==> src/rtl/sd_spi_responder.sv <==
// sd_spi_responder: card side of an SPI-mode SD link.
// Oversamples SCK/CS_n/MOSI on i_clk, decodes 6-byte commands, answers with
// R1/R3/R7 on MISO and accepts CMD24 single-block writes, streaming each block
// byte to a sink together with its index and the block address.
//
// Ports:
//   i_clk, i_rst          system clock, synchronous active-high reset
//   i_spi_clk/cs_n/mosi   asynchronous SPI inputs from the controller (mode 0)
//   o_spi_miso            card-to-controller data, 1 when idle/deselected
//   o_wr_data/idx/valid   received block byte stream
//   o_blk_addr            CMD24 argument, latched at command decode
//   o_blk_done/abort      end-of-block and CS-abort strobes
//   o_card_idle           idle flag reported as R1 bit 0
//   o_dbg_state           current FSM state
//
// Stream semantics: o_wr_valid is a push-only one-cycle strobe with no ready;
// o_wr_data and o_wr_idx are valid exactly in that cycle and the sink must
// take every byte presented.
module sd_spi_responder #(
  parameter int ACMD41_RETRIES = 2,
  parameter int BUSY_BYTES     = 4
) (
  input  logic        i_clk,
  input  logic        i_rst,
  input  logic        i_spi_clk,
  input  logic        i_spi_cs_n,
  input  logic        i_spi_mosi,
  output logic        o_spi_miso,
  output logic [7:0]  o_wr_data,
  output logic        o_wr_valid,
  output logic [8:0]  o_wr_idx,
  output logic [31:0] o_blk_addr,
  output logic        o_blk_done,
  output logic        o_blk_abort,
  output logic        o_card_idle,
  output logic [3:0]  o_dbg_state
);

  localparam logic [3:0] S_CMD   = 4'd0;
  localparam logic [3:0] S_ARG   = 4'd1;
  localparam logic [3:0] S_NCR   = 4'd2;
  localparam logic [3:0] S_RESP  = 4'd3;
  localparam logic [3:0] S_TOKEN = 4'd4;
  localparam logic [3:0] S_DATA  = 4'd5;
  localparam logic [3:0] S_CRC   = 4'd6;
  localparam logic [3:0] S_DRESP = 4'd7;
  localparam logic [3:0] S_BUSY  = 4'd8;

  // Input synchronizers
  logic [1:0] sck_sync, cs_sync, mosi_sync;
  logic       sck_prev;
  logic       sck_rise, sck_fall, cs_off;

  always_ff @(posedge i_clk) begin
    if (i_rst) begin
      sck_sync  <= 2'b00;
      cs_sync   <= 2'b11;
      mosi_sync <= 2'b11;
      sck_prev  <= 1'b0;
    end else begin
      sck_sync  <= {sck_sync[0], i_spi_clk};
      cs_sync   <= {cs_sync[0], i_spi_cs_n};
      mosi_sync <= {mosi_sync[0], i_spi_mosi};
      sck_prev  <= sck_sync[1];
    end
  end

  assign sck_rise = sck_sync[1] & ~sck_prev;
  assign sck_fall = ~sck_sync[1] & sck_prev;
  assign cs_off   = cs_sync[1];

  // Byte framing
  logic [2:0] bit_cnt;
  logic [6:0] rx_shift;
  logic [7:0] tx_shift;
  logic [7:0] tx_next;    // byte the FSM wants in the next byte slot
  logic       rx_byte;
  logic [7:0] rx_data;

  // A byte completes on the 8th rise; the CS check makes a simultaneous
  // deselect discard the byte.
  assign rx_byte = sck_rise & ~cs_off & (bit_cnt == 3'd7);
  assign rx_data = {rx_shift, mosi_sync[1]};

  always_ff @(posedge i_clk) begin
    if (i_rst || cs_off) begin
      bit_cnt    <= 3'd0;
      rx_shift   <= 7'd0;
      tx_shift   <= 8'hFF;
      o_spi_miso <= 1'b1;
    end else begin
      if (sck_rise) begin
        bit_cnt  <= bit_cnt + 3'd1;
        rx_shift <= {rx_shift[5:0], mosi_sync[1]};
      end
      if (sck_fall) begin
        // bit_cnt == 0 on a fall means the 8th rise just happened: byte boundary
        if (bit_cnt == 3'd0) begin
          o_spi_miso <= tx_next[7];
          tx_shift   <= {tx_next[6:0], 1'b1};
        end else begin
          o_spi_miso <= tx_shift[7];
          tx_shift   <= {tx_shift[6:0], 1'b1};
        end
      end
    end
  end

  // Command / data FSM
  logic [3:0]  state;
  logic [5:0]  cmd_idx;
  logic [31:0] arg;
  logic [2:0]  arg_cnt;
  logic [39:0] resp_sr;    // pending response bytes, first byte in [39:32]
  logic [2:0]  resp_left;
  logic        go_token;
  logic [8:0]  data_cnt;
  logic        crc_cnt;
  logic [7:0]  busy_cnt;
  logic [7:0]  acmd_cnt;
  logic        app;
  logic [7:0]  r1_idle;

  assign r1_idle     = {7'd0, o_card_idle};
  assign o_dbg_state = state;

  always_ff @(posedge i_clk) begin
    if (i_rst) begin
      state       <= S_CMD;
      cmd_idx     <= 6'd0;
      arg         <= 32'd0;
      arg_cnt     <= 3'd0;
      resp_sr     <= 40'd0;
      resp_left   <= 3'd0;
      go_token    <= 1'b0;
      data_cnt    <= 9'd0;
      crc_cnt     <= 1'b0;
      busy_cnt    <= 8'd0;
      acmd_cnt    <= 8'd0;
      app         <= 1'b0;
      tx_next     <= 8'hFF;
      o_card_idle <= 1'b1;
      o_wr_data   <= 8'd0;
      o_wr_valid  <= 1'b0;
      o_wr_idx    <= 9'd0;
      o_blk_addr  <= 32'd0;
      o_blk_done  <= 1'b0;
      o_blk_abort <= 1'b0;
    end else begin
      o_wr_valid  <= 1'b0;
      o_blk_done  <= 1'b0;
      o_blk_abort <= 1'b0;
      if (cs_off) begin
        // Only an interrupted block is reported; state is CMD next cycle so
        // the abort strobe fires once per deselect.
        if (state == S_TOKEN || state == S_DATA || state == S_CRC)
          o_blk_abort <= 1'b1;
        state   <= S_CMD;
        tx_next <= 8'hFF;
        arg_cnt <= 3'd0;
      end else if (rx_byte) begin
        case (state)
          S_CMD: begin
            if (rx_data[7:6] == 2'b01) begin
              cmd_idx <= rx_data[5:0];
              arg_cnt <= 3'd0;
              state   <= S_ARG;
            end
          end
          S_ARG: begin
            if (arg_cnt == 3'd4) begin
              // CRC byte received: the command takes effect here
              state     <= S_NCR;
              app       <= (cmd_idx == 6'd55);
              go_token  <= 1'b0;
              resp_left <= 3'd1;
              resp_sr   <= {8'h04 | r1_idle, 32'hFFFF_FFFF};
              case (cmd_idx)
                6'd0: begin
                  resp_sr     <= {8'h01, 32'hFFFF_FFFF};
                  o_card_idle <= 1'b1;
                  acmd_cnt    <= 8'd0;
                end
                6'd8: begin
                  resp_sr   <= {r1_idle, 8'h00, 8'h00, {4'h0, arg[11:8]}, arg[7:0]};
                  resp_left <= 3'd5;
                end
                6'd55: resp_sr <= {r1_idle, 32'hFFFF_FFFF};
                6'd41: begin
                  if (app) begin
                    if (acmd_cnt < 8'(ACMD41_RETRIES)) begin
                      resp_sr  <= {8'h01, 32'hFFFF_FFFF};
                      acmd_cnt <= acmd_cnt + 8'd1;
                    end else begin
                      resp_sr     <= {8'h00, 32'hFFFF_FFFF};
                      o_card_idle <= 1'b0;
                    end
                  end
                end
                6'd58: begin
                  resp_sr   <= {r1_idle, 8'hC0, 8'hFF, 8'h80, 8'h00};
                  resp_left <= 3'd5;
                end
                6'd24: begin
                  if (o_card_idle) begin
                    resp_sr <= {8'h05, 32'hFFFF_FFFF};
                  end else begin
                    resp_sr    <= {8'h00, 32'hFFFF_FFFF};
                    o_blk_addr <= arg;
                    go_token   <= 1'b1;
                  end
                end
                default: ;
              endcase
            end else begin
              arg     <= {arg[23:0], rx_data};
              arg_cnt <= arg_cnt + 3'd1;
            end
          end
          S_NCR, S_RESP: begin
            // The NCR slot ends by queueing the first response byte, so
            // response bytes follow back to back.
            if (state == S_NCR || resp_left != 3'd0) begin
              tx_next   <= resp_sr[39:32];
              resp_sr   <= {resp_sr[31:0], 8'hFF};
              resp_left <= resp_left - 3'd1;
              state     <= S_RESP;
            end else begin
              tx_next <= 8'hFF;
              state   <= go_token ? S_TOKEN : S_CMD;
            end
          end
          S_TOKEN: begin
            if (rx_data == 8'hFE) begin
              data_cnt <= 9'd0;
              state    <= S_DATA;
            end
          end
          S_DATA: begin
            o_wr_valid <= 1'b1;
            o_wr_data  <= rx_data;
            o_wr_idx   <= data_cnt;
            if (data_cnt == 9'd511) begin
              crc_cnt <= 1'b0;
              state   <= S_CRC;
            end else begin
              data_cnt <= data_cnt + 9'd1;
            end
          end
          S_CRC: begin
            if (crc_cnt) begin
              o_blk_done <= 1'b1;
              tx_next    <= 8'h05;
              state      <= S_DRESP;
            end else begin
              crc_cnt <= 1'b1;
            end
          end
          S_DRESP: begin
            tx_next  <= 8'h00;
            busy_cnt <= 8'd0;
            state    <= S_BUSY;
          end
          S_BUSY: begin
            if (busy_cnt == 8'(BUSY_BYTES - 1)) begin
              tx_next <= 8'hFF;
              state   <= S_CMD;
            end else begin
              busy_cnt <= busy_cnt + 8'd1;
            end
          end
          default: state <= S_CMD;
        endcase
      end
    end
  end

endmodule
==> config.mk <==
export PLATFORM = sky130hd
export DESIGN_NAME = sd_spi_responder
export DESIGN_NICKNAME = d
export VERILOG_FILES = /design/src/rtl/sd_spi_responder.sv
export SDC_FILE = /design/constraint.sdc
export NUM_CORES = 1
export LEC_CHECK = 0
export ABC_AREA = 1
export BUFFER_PORTS_ARGS = -buffer_cell sky130_fd_sc_hd__buf_2
export CELL_PAD_IN_SITES_DETAIL_PLACEMENT = 1
export CELL_PAD_IN_SITES_GLOBAL_PLACEMENT = 1
export CORE_ASPECT_RATIO = 0.75
export CORE_MARGIN = 1.5
export CORE_UTILIZATION = 40
export DETAILED_ROUTE_END_ITERATION = 12
export PLACE_DENSITY_LB_ADDON = 0.1
export SKIP_CTS_REPAIR_TIMING = 1
export SLEW_MARGIN = 20
export SYNTH_ARGS = -nofsm -noshare
export SYNTH_HDL_FRONTEND = slang
export SYNTH_SLANG_ARGS = --single-unit
==> constraint.sdc <==
create_clock -name i_clk -period 2.3 [get_ports i_clk]
set_input_delay 0.46 -clock i_clk [delete_from_list [all_inputs] [get_ports i_clk]]
set_output_delay 0.46 -clock i_clk [all_outputs]
set_load 0.02 [all_outputs]
# Word-level counts from Yosys, hierarchy flattened

Index checks and enable logic that the tools add are counted.

Bits of input ports: 5
Output and inout port bits: 58
Bits in registers: 203

$lt $le $gt $ge: 1
Reduce and logical (&&, ||, !) cells: 35
Multiplexer cells: 47
Bitwise operators: 11
Equal/unequal tests: 32
Add/sub/neg operators: 6

Operator list:

| operator              | number |
|---|---|
| $pmux W35 S6          | 1 |
| $mux W40              | 2 |
| $pmux W40 S2          | 1 |
| $mux W35              | 2 |
| $mux W8               | 7 |
| $mux W33              | 1 |
| $pmux W4 S8           | 1 |
| $pmux W8 S2           | 2 |
| $pmux W8 S4           | 1 |
| $reduce_and A4 Y1     | 7 |
| $mux W4               | 6 |
| $ne A2 B2 Y1 const B  | 11 |
| $mux W3               | 7 |
| $reduce_and A7 Y1     | 3 |
| $eq A6 B6 Y1 const B  | 3 |
| $mux W9               | 2 |
| $pmux W9 S2           | 1 |
| $add A8 B1 Y8 const B | 2 |
| $eq A4 B3 Y1 const B  | 4 |
| $pmux W3 S2           | 2 |
| $reduce_bool A2 Y1    | 6 |
| $reduce_and A5 Y1     | 2 |
| $add A9 B1 Y9 const B | 1 |
| $eq A9 B9 Y1 const B  | 1 |
| other kinds (28)      | 56 |

# Logic depth before layout (Yosys ltp)

Word-level depth: 6
Mapped depth: 14

# Least setup slack after synthesis

Ideal clock, no wire load.

Kind: reg2reg
From: register data_cnt[0]
To: register state[0] (netlist: o_dbg_state[0])
Buffers on the path: 0
Clock period less this slack: 1696 ps
Data arrival time: 1583 ps
Slack: 604 ps
Cell stages (with the launch flop): 14
Path through: dfxtp_1 ha_1 nand2_1 inv_1 nand3_1 nor3_1 ha_1 inv_1 nand2_1 nand3_1 nor2_1 nand2_1 nor2_1 nor2_1

Word-level cells in the longest chain between the ends: 3

Ends and longest elaborated chain:

| element                     | RTL line | RTL |
|---|---|---|
| start, declared             | 117      | `logic [8:0] data_cnt;` |
| start signal, assigned      | 247      | `data_cnt <= data_cnt + 9'd1;` |
| $eq A9 B9 Y1                | 243      | `if (data_cnt == 9'd511) begin` |
| $ne A2 B1 Y1 (no line)      | n/a      |  |
| $reduce_and A7 Y1 (no line) | n/a      |  |
| end signal, assigned        | 230      | `state <= go_token ? S_TOKEN : S_CMD;` |
| end, declared               | 110      | `logic [3:0] state;` |

No other way between the ends.
A chain may end at the register's enable or synchronous reset.

# Worst setup path after layout

From: register bit_cnt[1]
To: register o_blk_addr[8]

Word-level cells in the longest chain between the ends: 3

Ends and longest elaborated chain:

| element                     | RTL line | RTL |
|---|---|---|
| start, declared             | 73       | `logic [2:0] bit_cnt;` |
| start signal, assigned      | 93       | `bit_cnt <= bit_cnt + 3'd1;` |
| $eq A3 B3 Y1                | 82       | `assign rx_byte = sck_rise & ~cs_off & (bit_cnt == 3'd7);` |
| $and A1 B1 Y1               | 82       |  |
| $reduce_and A6 Y1 (no line) | n/a      |  |
| end signal, assigned        | 209      | `o_blk_addr <= arg;` |
| end, declared               | 32       | `output logic [31:0] o_blk_addr,` |

No other way between the ends.

==> results.cfg <==
[setup_path]
worstPathRequired_ps = 2740
start_kind = flip-flop
cp_common_cell = ha_1
slowest_stage = dfxtp_1
crit_path_max_fanout = 32
worst-setup-path-type = reg2reg
cp.buffers_inverters = 1
crit_family = simple AND/OR/NAND/NOR gates
cp-end-kind = flip-flop
path_cells = ha_1 -> ha_1 -> nand2_1 -> nor2_4 -> nand2_2 -> nor3_4 -> buf_4 -> o21ai_0 -> nor2_1
slowest_delay_ps = 340
cp_data_arrival_time_ps = 2490

[floorplanning]
start_util = 0.4074
die_w_um = 172.1
core-area_um2 = 21070
die_h_um = 129.9
die_area_um2 = 22350
rows = 46
io_pins = 63

[sta]
rsz0062_at_grt = false
fmaxAchievable_mhz = 488.7
layout_min_cycle_time_ps = 2046
hold_viol_final = 0
slew_headroom = 0.6408
finalClockSkew_ps = 12.68
holdWs_ps = 147.1
setup_violations = 0
finalMaxSlewViolations = 0
tightest_slew_ps = 534.7
min_period_over_period = 0.8896
worst_slack_ps = 253.9
finalSetupTns_ps = 0

[global_route]
first_global_vias = 7471
antenna_found_initial = 0
grt_usage = 0.2096
grt_first_pass_wirelength_mm = 38.02
grt_max_degree = 106
overflow = 0

[yosys]
ys_types = 34
synth_ff_type = dfxtp_1
seq_area_frac_synth = 0.4712
syn_area_um2 = 8582
synthCells = 1191
synthAdderAreaFrac = 0.01604
synth_edf_count = 0
synthMuxAreaShare = 0
synth_xor_xnor_area_share = 0.008164
ys_seq_elements = 202
synthArstFlopShare = 0
synth-simple-area-share = 0.2907
synth_top_family_by_area = simple AND/OR/NAND/NOR gates
synth_warnings = 0
syn_avg_cell_area_um2 = 7.206
synth-compound-area-share = 0.1433
syn-num-nets = 1207

[routing]
vias_per_cell = 4.945
dr.pass1.iters = 4
wire_per_inst_um = 14.78
drc = 0
drt_iter0_markers = 426
drtAntennaViolNets = 0
wl_mm = 22.89
vias = 7655

[clocking]
htree_levels = 1
cts-root-to-sink-buffers = 3
clock_sinks = 202
tritoncts = built
path_clk_slew_ps = 60
clock_latency_ps = 510
cts_made_buffers = 22
root_buffer = clkbuf_16

[placed_design]
pre_cts_ws_ps = 219.1
gp_congestion = 0.7856
dp_hpwl_mm = 15.98
io_buffers = 62

[run_status]
status = completed

[cells_and_area]
area_delta_synth_final_pct = 14.77
seq_area_um2 = 4044
finalNetCount = 1261
diodes = 0
multi_input_comb_area_um2 = 3940
post_route_cells_drive_above_1_share = 0.1286
final_util = 0.4676
fill_cells = 2736

[worst_hold_path]
hold_class = in2reg

[pwr]
peakVddDrop_v = 0.0003814
p_per_area_nw_per_um2 = 710.6
power_uw = 6999
leakagePower_uw = 0.004325

[job]
drv_cap = 0
[logic make-up (layout without fill, tap and decap cells)]
family	after synthesis	count (layout)
fa+ha+maj	11	11
buf+inv	145	214
compound gates	242	242
simple gates	583	583
flops	202	202
xor+xnor	8	8
[synthesized netlist by cell type, types with 2 or more instances]
cell	n	area (µm²)
a211oi_1	6	45.04
a21oi_1	81	405.4
buf_2	13	65.06
buf_4	3	22.52
buf_6	4	45.04
clkbuf_1	25	93.84
dfxtp_1	202	4044
ha_1	11	137.6
inv_1	88	330.3
inv_2	8	30.03
nand2_1	208	780.8
nand2_2	8	50.05
nand3_1	42	210.2
nand3_2	4	40.04
nand3_4	2	35.03
nand3b_1	4	30.03
nand4_1	3	18.77
nor2_1	270	1013
nor2_2	5	31.28
nor2_4	10	112.6
nor3_1	16	80.08
o21ai_0	144	720.7
o21ai_1	10	50.05
or2_2	8	50.05
xnor2_1	2	17.52
xor2_1	6	52.55
[cells in the final DEF, fill, tap and decap left out]
cell	count
buf_2	62
nand3b_1	4
nor2_8	1
or2_2	8
nand2_2	9
o21ai_0	144
buf_12	2
nor2_1	270
nand3_4	2
nand3_1	42
clkinv_4	1
nor2_2	5
or2_0	1
buf_4	13
inv_1	87
a21oi_1	81
nor3_4	1
clkinv_1	1
inv_4	1
o21ai_1	10
clkbuf_1	6
xor2_1	6
xnor2_1	2
nand2_1	207
clkinv_2	5
a211oi_1	6
dfxtp_1	202
nand4_1	3
clkbuf_8	4
ha_1	11
nor2_4	10
clkbuf_16	23
a21oi_2	1
nand3_2	4
inv_2	9
nor3_1	15
nor3_2	1
[metal layers]
layer  wire length (µm)  global-route usage  vias to the layer above
li1                   -                   -                     3922
met1              12330              0.3180                     3601
met2               9259              0.3159                      103
met3                953             0.03094                       29
met4                342             0.03734                        0
met5                  0                   0                        -
[final cells by class]
cell class / count / area share
tap: 288 / 0.03659
multi-input combinational: 844 / 0.4000
clock buffer: 33 / 0.06631
clock inverter: 6 / 0.003430
sequential: 202 / 0.4106
inverter: 98 / 0.03760
timing repair buffer: 77 / 0.04548
[path summary, 6_finish.rpt]
check / from / to / slack [ps] / cells past startpoint
worst min register to register: sck_sync[0] / sck_sync[1] / 400 / 2
worst max-delay path: bit_cnt[1] / o_blk_addr[8] / 250 / 9
worst max register to register: bit_cnt[1] / o_blk_addr[8] / 250 / 9
worst min-delay path: i_spi_cs_n / cs_sync[0] / 150 / 2
[through the flow]
| stage | instances | cell area [µm²] |
|---|---|---|
| final | 1548 | 9849 |
| after detailed placement | 1509 | 9155 |
| after global routing | 1548 | 9849 |
| after floorplan | 1191 | 8582 |
| after CTS | 1548 | 9842 |
| after global placement | 1509 | 9155 |
[power breakdown]
group          total, µW  switching [µW]  internal, µW  leakage (µW)
registers           3510            4.65          3500       0.00163
logic               96.2            72.0          24.2       0.00235
clock network       3390            1430          1960      0.000343
total               7000            1510          5490       0.00432
[registers in the layout (all words and copies together), names as in the netlist, 4 cells and up]
register / flops
cmd_idx: 6
o_wr_idx: 9
o_wr_data: 8
o_dbg_state: 4
arg: 32
data_cnt: 9
tx_shift: 7
resp_sr: 40
busy_cnt: 8
acmd_cnt: 8
o_blk_addr: 32
rx_shift: 7
tx_next: 8
No activity file was read; power rests on OpenSTA's default activity.
